**src/rtl/aux_stat_uart_if.sv**
```systemverilog
// aux_stat_uart_if: counter inputs, start request and UART/status outputs of the stats reporter
interface aux_stat_uart_if;
    logic        start;
    logic [31:0] cnt_cycle;
    logic [31:0] cnt_jump;
    logic [31:0] cnt_branch;
    logic [31:0] cnt_branched;
    logic [31:0] cnt_bubble;
    logic [31:0] cnt_load_use;
    logic        tx;
    logic        busy;
    logic        done;

    modport master (
        output start, cnt_cycle, cnt_jump, cnt_branch, cnt_branched, cnt_bubble, cnt_load_use,
        input  tx, busy, done
    );

    modport slave (
        input  start, cnt_cycle, cnt_jump, cnt_branch, cnt_branched, cnt_bubble, cnt_load_use,
        output tx, busy, done
    );
endinterface

```
**src/rtl/aux_stat_uart.sv**
```systemverilog
// aux_stat_uart: snapshots six perf counters and streams them as ASCII hex over 8N1 UART
module aux_stat_uart #(
    parameter int BaudCnt = 868
) (
    input logic clk,
    input logic rst_n,
    aux_stat_uart_if.slave bus
);
    typedef enum logic [1:0] {IDLE, START, DATA, STOP} state_t;

    state_t        state, state_nx;
    logic [15:0]   baud;
    logic [2:0]    bit_idx, bit_nx;
    logic [5:0]    byte_idx, byte_nx;
    logic [191:0]  snap;
    logic          bit_end, done_nx, tx_nx;
    logic [2:0]    word;
    logic [3:0]    pos, nib;
    logic [5:0]    nib_idx;
    logic [7:0]    lsb, chr;

    assign bit_end = baud == 16'(BaudCnt - 1);

    // Character of the current byte: 9 bytes per counter (8 hex digits + space), then CR LF
    always_comb begin
        word    = 3'(byte_idx / 6'd9);
        pos     = 4'(byte_idx % 6'd9);
        nib_idx = (pos[3] || byte_idx >= 6'd54) ? 6'd0 : {word, 3'b000} + {2'b00, pos};
        lsb     = 8'd188 - {nib_idx, 2'b00};
        nib     = snap[lsb +: 4];
        chr     = byte_idx == 6'd54 ? 8'h0D :
                  byte_idx == 6'd55 ? 8'h0A :
                  pos == 4'd8       ? 8'h20 :
                  nib < 4'd10       ? 8'h30 + {4'h0, nib} : 8'h37 + {4'h0, nib};
    end

    // Next-state, index and serial-bit decode; tx is precomputed for the state being entered
    always_comb begin
        state_nx = state;
        bit_nx   = bit_idx;
        byte_nx  = byte_idx;
        done_nx  = 1'b0;
        case (state)
            IDLE:  if (bus.start) begin
                       state_nx = START;
                       byte_nx  = '0;
                   end
            START: if (bit_end) begin
                       state_nx = DATA;
                       bit_nx   = '0;
                   end
            DATA:  if (bit_end) begin
                       if (bit_idx == 3'd7) state_nx = STOP;
                       else bit_nx = bit_idx + 3'd1;
                   end
            STOP:  if (bit_end) begin
                       if (byte_idx == 6'd55) begin
                           state_nx = IDLE;
                           done_nx  = 1'b1;
                       end else begin
                           state_nx = START;
                           byte_nx  = byte_idx + 6'd1;
                       end
                   end
        endcase
        tx_nx = state_nx == DATA ? chr[bit_nx] : state_nx != START;
    end

    // State, baud timing, snapshot and registered outputs
    always_ff @(posedge clk) begin
        if (!rst_n) begin
            state    <= IDLE;
            baud     <= '0;
            bit_idx  <= '0;
            byte_idx <= '0;
            snap     <= '0;
            bus.tx   <= 1'b1;
            bus.busy <= 1'b0;
            bus.done <= 1'b0;
        end else begin
            state    <= state_nx;
            baud     <= (state == IDLE || bit_end) ? '0 : baud + 16'd1;
            bit_idx  <= bit_nx;
            byte_idx <= byte_nx;
            if (state == IDLE && bus.start)
                snap <= {bus.cnt_cycle, bus.cnt_jump, bus.cnt_branch,
                         bus.cnt_branched, bus.cnt_bubble, bus.cnt_load_use};
            bus.tx   <= tx_nx;
            bus.busy <= state_nx != IDLE;
            bus.done <= done_nx;
        end
    end
endmodule

```
**src/flat_wrapper.sv**
```systemverilog
// flat-port wrapper written by rule: the top's interface ports become plain ports
module aux_stat_uart_flat 
#(
    parameter int BaudCnt = 868
)
  (clk, rst_n, bus_start, bus_cnt_cycle, bus_cnt_jump, bus_cnt_branch, bus_cnt_branched, bus_cnt_bubble, bus_cnt_load_use, bus_tx, bus_busy, bus_done);
  aux_stat_uart_if bus_i ();
  input logic clk;
  input logic rst_n;
  input wire logic [$bits(bus_i.start)-1:0] bus_start;
  input wire logic [$bits(bus_i.cnt_cycle)-1:0] bus_cnt_cycle;
  input wire logic [$bits(bus_i.cnt_jump)-1:0] bus_cnt_jump;
  input wire logic [$bits(bus_i.cnt_branch)-1:0] bus_cnt_branch;
  input wire logic [$bits(bus_i.cnt_branched)-1:0] bus_cnt_branched;
  input wire logic [$bits(bus_i.cnt_bubble)-1:0] bus_cnt_bubble;
  input wire logic [$bits(bus_i.cnt_load_use)-1:0] bus_cnt_load_use;
  output wire logic [$bits(bus_i.tx)-1:0] bus_tx;
  output wire logic [$bits(bus_i.busy)-1:0] bus_busy;
  output wire logic [$bits(bus_i.done)-1:0] bus_done;
  assign bus_i.start = bus_start;
  assign bus_i.cnt_cycle = bus_cnt_cycle;
  assign bus_i.cnt_jump = bus_cnt_jump;
  assign bus_i.cnt_branch = bus_cnt_branch;
  assign bus_i.cnt_branched = bus_cnt_branched;
  assign bus_i.cnt_bubble = bus_cnt_bubble;
  assign bus_i.cnt_load_use = bus_cnt_load_use;
  assign bus_tx = bus_i.tx;
  assign bus_busy = bus_i.busy;
  assign bus_done = bus_i.done;
  aux_stat_uart #(.BaudCnt(BaudCnt)) u_core (.clk(clk), .rst_n(rst_n), .bus(bus_i));
endmodule
```
**config.mk**
```make
export PLATFORM = sky130hd
export DESIGN_NAME = aux_stat_uart_flat
export DESIGN_NICKNAME = d
export VERILOG_FILES = /design/src/rtl/aux_stat_uart_if.sv /design/src/rtl/aux_stat_uart.sv /design/src/flat_wrapper.sv
export SDC_FILE = /design/constraint.sdc
export NUM_CORES = 1
export LEC_CHECK = 0
export ABC_CLOCK_PERIOD_IN_PS = 8000
export CORE_ASPECT_RATIO = 1.5
export CORE_MARGIN = 2
export CORE_UTILIZATION = 53
export CTS_CLUSTER_SIZE = 25
export DETAILED_ROUTE_END_ITERATION = 12
export GPL_ROUTABILITY_DRIVEN = 0
export PLACE_DENSITY = 0.8
export REMOVE_ABC_BUFFERS = 1
export SKIP_CTS_REPAIR_TIMING = 1
export SYNTH_ARGS = -nofsm -noshare
export SYNTH_HDL_FRONTEND = slang
export SYNTH_SLANG_ARGS = --single-unit
```
**constraint.sdc**
```tcl
create_clock -name clk -period 8 [get_ports clk]
set_input_delay 0.8 -clock clk [delete_from_list [all_inputs] [get_ports clk]]
set_output_delay 0.8 -clock clk [all_outputs]
set_load 0.05 [all_outputs]
```
After elaboration in Yosys (flattened, before gate mapping)
Index checks and enable logic that the tools add are counted.
{"block": "totals", "register_bits": 222, "in_bits": 195, "output_inout_bits": 3}
{"block": "classes", "addsub": 7, "n_div": 2, "order_cmp": 3, "eq_ne": 13, "shifts": 1, "muxes": 24, "bitwise": 1, "n_reduce_logical": 9}
{"op": "$shiftx A192 B9 Y4", "count": 1}
{"op": "$mux W8", "count": 4}
{"op": "$mux W6", "count": 4}
{"op": "$add A16 B1 Y16 const B", "count": 1}
{"op": "$eq A16 B10 Y1 const B", "count": 1}
{"op": "$add A6 B4 Y7 const A", "count": 2}
{"op": "$eq A6 B6 Y1 const B", "count": 2}
{"op": "$pmux W6 S2", "count": 1}
{"op": "$mux W2", "count": 5}
{"op": "$mux W3", "count": 3}
{"op": "$pmux W2 S4", "count": 1}
{"op": "$sub A8 B8 Y8 const A", "count": 1}
{"op": "$add A6 B1 Y6 const B", "count": 1}
{"op": "$add A6 B4 Y6", "count": 1}
{"op": "$div A6 B4 Y6 const B", "count": 1}
{"op": "$eq A2 B2 Y1 const B", "count": 3}
{"op": "$ge A6 B6 Y1 const B", "count": 1}
{"op": "$mod A6 B4 Y6 const B", "count": 1}
{"op": "$pmux W3 S2", "count": 1}
{"op": "$eq A4 B4 Y1 const B", "count": 1}
{"op": "$lt A3 B4 Y1 const B", "count": 1}
{"op": "$lt A4 B4 Y1 const B", "count": 1}
{"op": "$mux W1", "count": 4}
{"op": "$ne A2 B1 Y1 const B", "count": 2}
{"op": "other kinds (13)", "count": 16}

Longest topological paths before layout
Gate-level depths: netlist (run 1).
{"block": "logic_depth", "ltp_word": 13, "mapped_depth": 31, "depth_no_buf": 29}

Worst setup path after synthesis (run 1)
No wires, ideal clock.
{"block": "synth_timing", "kind": "reg2reg", "start": "register u_core.byte_idx[0]", "end": "register u_core.bus.tx", "setup_time_ns": 0.060, "arrival_ns": 5.996, "t_required_ns": 7.940, "setup_slack_ns": 1.944, "path_stages_with_launch": 29, "path_buffers": 6, "cell_sequence": "dfxtp_1 -> inv_1 -> clkbuf_1 -> clkbuf_1 -> ha_1 -> or3b_1 -> a21oi_2 -> nor3_1 -> or2_2 -> inv_1 -> ha_1 -> o221ai_1 -> or3_4 -> and3_1 -> buf_2 -> nor2_4 -> buf_6 -> buf_6 -> buf_6 -> mux2i_1 -> mux2_2 -> nor4_1 -> a2111oi_1 -> and2_1 -> ha_1 -> nand2_1 -> a2111o_1 -> a41oi_1 -> a311o_1"}
{"block": "synth_via", "elab_chain_cells": 13}
{"item": "from (decl)", "line_no": "aux_stat_uart.sv:14", "text": "logic [5:0] byte_idx, byte_nx;"}
{"item": "from (signal assigned)", "line_no": "aux_stat_uart.sv:84", "text": "byte_idx <= byte_nx;"}
{"item": "$mod A6 B4 Y6, or another cell as far along", "line_no": "aux_stat_uart.sv:27", "text": "pos = 4'(byte_idx % 6'd9);"}
{"item": "$add A6 B4 Y6 / $logic_or A1 B1 Y1 (equally long branches)", "line_no": "aux_stat_uart.sv:28", "text": "nib_idx = (pos[3] || byte_idx >= 6'd54) ? 6'd0 : {word, 3'b000} + {2'b00, pos};"}
{"item": "$mux W6", "line_no": "aux_stat_uart.sv:28"}
{"item": "$sub A8 B8 Y8", "line_no": "aux_stat_uart.sv:29", "text": "lsb = 8'd188 - {nib_idx, 2'b00};"}
{"item": "$shiftx A192 B9 Y4", "line_no": "aux_stat_uart.sv:30", "text": "nib = snap[lsb +: 4];"}
{"item": "$add A6 B4 Y7 / $lt A4 B4 Y1 (equally long branches)", "line_no": "aux_stat_uart.sv:34", "text": "nib < 4'd10 ? 8'h30 + {4'h0, nib} : 8'h37 + {4'h0, nib};"}
{"item": "$mux W8", "line_no": "aux_stat_uart.sv:34"}
{"item": "$mux W8", "line_no": "aux_stat_uart.sv:33", "text": "pos == 4'd8 ? 8'h20 :"}
{"item": "$mux W8", "line_no": "aux_stat_uart.sv:32", "text": "byte_idx == 6'd55 ? 8'h0A :"}
{"item": "$mux W8", "line_no": "aux_stat_uart.sv:31", "text": "chr = byte_idx == 6'd54 ? 8'h0D :"}
{"item": "$bmux W1 S3", "line_no": "aux_stat_uart.sv:66", "text": "tx_nx = state_nx == DATA ? chr[bit_nx] : state_nx != START;"}
{"item": "$mux W1 (not written as such)", "line_no": "aux_stat_uart.sv:66"}
{"item": "$mux W1 *", "line_no": "aux_stat_uart.sv:66"}
{"item": "to (signal assigned)", "line_no": "aux_stat_uart.sv:88", "text": "bus.tx <= tx_nx;"}
{"item": "to (decl)", "line_no": "aux_stat_uart_if.sv:21", "text": "output tx, busy, done"}
Every way passes the cells marked *; elsewhere a longest branch is shown, timed or not. The select of a mux whose other input is x is not followed.
A chain may end at the register's enable or synchronous reset.

Final worst setup path (run 1)
{"block": "layout_timing", "start": "register u_core.byte_idx[2]", "end": "register u_core.bus.tx"}
Same word-level chain as after synthesis.

==> results by group, run 1 <==
Critical path
  • WS Path Type: reg2reg
  • CP startpoint kind: register
  • WP data required: 8460 ps
  • Crit path max fanout: 13
  • Worst setup EP type: register
  • CP arrival: 7460 ps

Status
  • Status: finished clean

Clocking
  • Clk Latency, worst-skew pair: 510 ps
  • CTS Root Cell: clkbuf_16
  • Clock-pin slew on the worst setup and hold paths: 70 ps
  • Longest Clk Path Bufs: 3
  • CTS tree: yes
  • Clk sink count: 222
  • H-tree levels: 1
  • CTS buffer count: 22

Pwr
  • Internal power: 2.305 mW
  • Switch Pwr: 1.127 mW
  • Part of the power in the clock network: 32.6%
  • Sequential power share: about two fifths
  • Max VDD drop: 0.1620 mV
  • Tot Pwr: 3.432 mW
  • Sw Ratio: 32.83%
  • Leak Pwr: 5.118 nW
  • Combinational fraction of design power: 26.1%
  • Power density cells: 248.7 nW/um^2

Yosys
  • Yosys top cell area share: 40.25%
  • Ys Warns: 0
  • Area of the mapped netlist: between 10,000 and 15,000 sq um
  • Synth top area cells: dfxtp_1, nand2_1, a21oi_1
  • Top FF cell, synth: dfxtp_1
  • Synth area leader: dfxtp_1
  • #FFs+latches synth: 222
  • Fraction of registers with async set/reset: 0%
  • Post-synthesis sequential area ratio: 40.25%
  • Synth Instances: 1,442
  • Syn Area/Cell: 7.656 sq um
  • Top cells by count, synth: nand2_1, a21oi_1, dfxtp_1
  • Post-synth EDFFs: 0
  • Most common cell in the netlist: nand2_1
  • Synth unique cells: 84

Die
  • Core Footprint: 20,420 sq um
  • Chip height: 180.8 um
  • Initial Utilization: between 50% and 60%
  • Full die area: 22,030 sq um
  • Ports: 198
  • Die W: 121.8 um
  • FP Rows: 64

Placement
  • Placed cells: 1,811
  • Post-DP HPWL: 23.09 mm
  • Setup WS pre-CTS: 1201 ps
  • Number of port buffers: 197
  • DP Area: 13,010 sq um

Global route
  • Largest net degree at the start of global routing: 118
  • Total gr overflow: 0
  • Initial antenna violation count: 0
  • GRT met2 Usage: 51.15%
  • Vias in the first global route: 10.28k
  • GR Util met1: about a third
  • Total Routing Usage GR: ~29%
  • First-pass GRT wire length: 51.21 mm
  • Routing usage on met3: 3.030%
  • GR peak layer: met2

Job
  • Max-cap violation count: 0

Cells and area
  • Fin area: 13,800 sq um
  • Area delta synth->final: 24.98%
  • Share of cells above drive strength 1: 5.482%
  • Ant. Diodes: 0
  • Final core occ: between 60% and 70%
  • Final #Nets: approximately 1.8k
  • Non-filler cells, final: 1,851

Timing
  • Clock Skew: 7.629 ps
  • Final Slew Violations: 0
  • Final setup fails: 0
  • RSZ-0062 raised after global routing: no
  • Final period util: between 80% and 90%
  • PnR worst setup slack: 994.3 ps
  • Worst relative slew slack: 22.83%
  • Final-report hold violation count: 0
  • Setup TNS: 0 ps
  • Least-Margin Pin Slew: 1158 ps
  • Hold WS: between 400 and 500 ps
  • Period minus WS final: 7006 ps
  • F_max: 142.7 MHz

Drt
  • Drt total wl: 32.61 mm
  • 1st-iter DRT viols: 1,039
  • Wire length per cell: 17.62 um
  • Routed via count: 10.95k
  • DR vias/cell: slightly below 6
  • Drc violations: 0
  • Final ANT Viol Nets: 0
  • Drt pass-1 iters: 5

Min path
  • Hold WC Path Type: reg2reg
[layer usage]
layer / vias up / wire length, um
met2: 418 / 16920
met5: - / 0
met3: 83 / 1901
li1: 5306 / -
met1: 5144 / 12570
met4: 0 / 1216
[cells by family (layout without fill, tap and decap cells)]
group | Yosys count | in the layout | synth area share [%]
adders and majority gates | 17 | 17 | 1.915
AOI/OAI and AO/OA | 417 | 417 | 24.17
buffers and inverters | 122 | 267 | 4.612
muxes | 46 | 46 | 4.748
and+or+nand+nor | 597 | 597 | 22.63
DFF | 222 | 222 | 40.25
xor gates and xnor gates | 21 | 21 | 1.666
[area by class of cell]
cell class	count	area, sq um
Clock buffer	32	639.4
Clock inverter	8	145.1
Fill cell	1782	6621
Inverter	17	68.82
Multi-Input combinational cell	1098	6101
Sequential cell	222	4444
Tap cell	264	330.3
Timing Repair Buffer	210	2069
[power by group through the flow]
stage / clock network, mW / logic (mW) / registers [mW]
6_report: 1.12 / 0.895 / 1.42
5_1_grt: 1.18 / 0.995 / 1.43
4_1_cts: 1.13 / 0.890 / 1.41
3_5_place_dp: 0 / 0.884 / 1.44
3_3_place_gp: 0 / 0.866 / 1.43
2_1_floorplan: 0 / 0.675 / 1.40
[critical path: stages, from the launching register on]
cell and delay, ps:
dfxtp_1 550, or2b_1 230, nor2_1 60, nor2_1 140, ha_1 320, or3b_1 430, a21oi_2 340, nor3_1 100
or2_2 330, inv_1 120, ha_1 170, o221ai_1 240, o21ai_1 370, nand2_1 210, ha_1 490, nand3_1 390
or3_1 560, a2bb2oi_1 160, o32ai_1 250, or3_1 260, inv_1 60, ha_1 220, inv_1 60, o31ai_1 60
a2111o_1 440, a41oi_1 250, a311o_1 150
[sequential cells by signal (all words and copies together), names as in the netlist]
| register | cells |
|---|---|
| u_core.baud | 16 |
| u_core.bit_idx | 3 |
| u_core.bus.busy | 1 |
| u_core.bus.done | 1 |
| u_core.bus.tx | 1 |
| u_core.byte_idx | 6 |
| u_core.snap | 192 |
| u_core.state | 2 |
[cell usage in the layout, fill, tap and decap left out, types with 8 or more instances in the layout]
master	Yosys	final
and3_1	8	8
mux2i_1	31	31
xor2_1	12	12
a211oi_1	10	10
mux2_2	8	8
nand3_1	29	29
inv_1	16	16
nor2_1	48	48
a221oi_1	43	43
nand2_1	442	441
nor3_1	17	17
ha_1	16	16
clkdlybuf4s50_1	0	197
dfxtp_1	222	222
buf_4	2	13
xnor2_1	9	9
a21oi_1	225	224
o21ai_0	40	40
clkbuf_16	0	23
[worst paths after layout]
path                                          from               end  cells past startpoint  slack (ps)
worst max-delay path            u_core.byte_idx[2]     u_core.bus.tx                     26         990
worst min-delay path              u_core.snap[124]  u_core.snap[124]                      2         450
worst max register to register  u_core.byte_idx[2]     u_core.bus.tx                     26         990
worst min register to register    u_core.snap[124]  u_core.snap[124]                      2         450
(Power assumes the default switching activity.)
==> run 2, diff against run 1 <==
Settings changed: CAP_MARGIN from default to 15.
==> results of run 2 <==
Same layout as run 1: the final DEF is identical, and so are final timing and power.
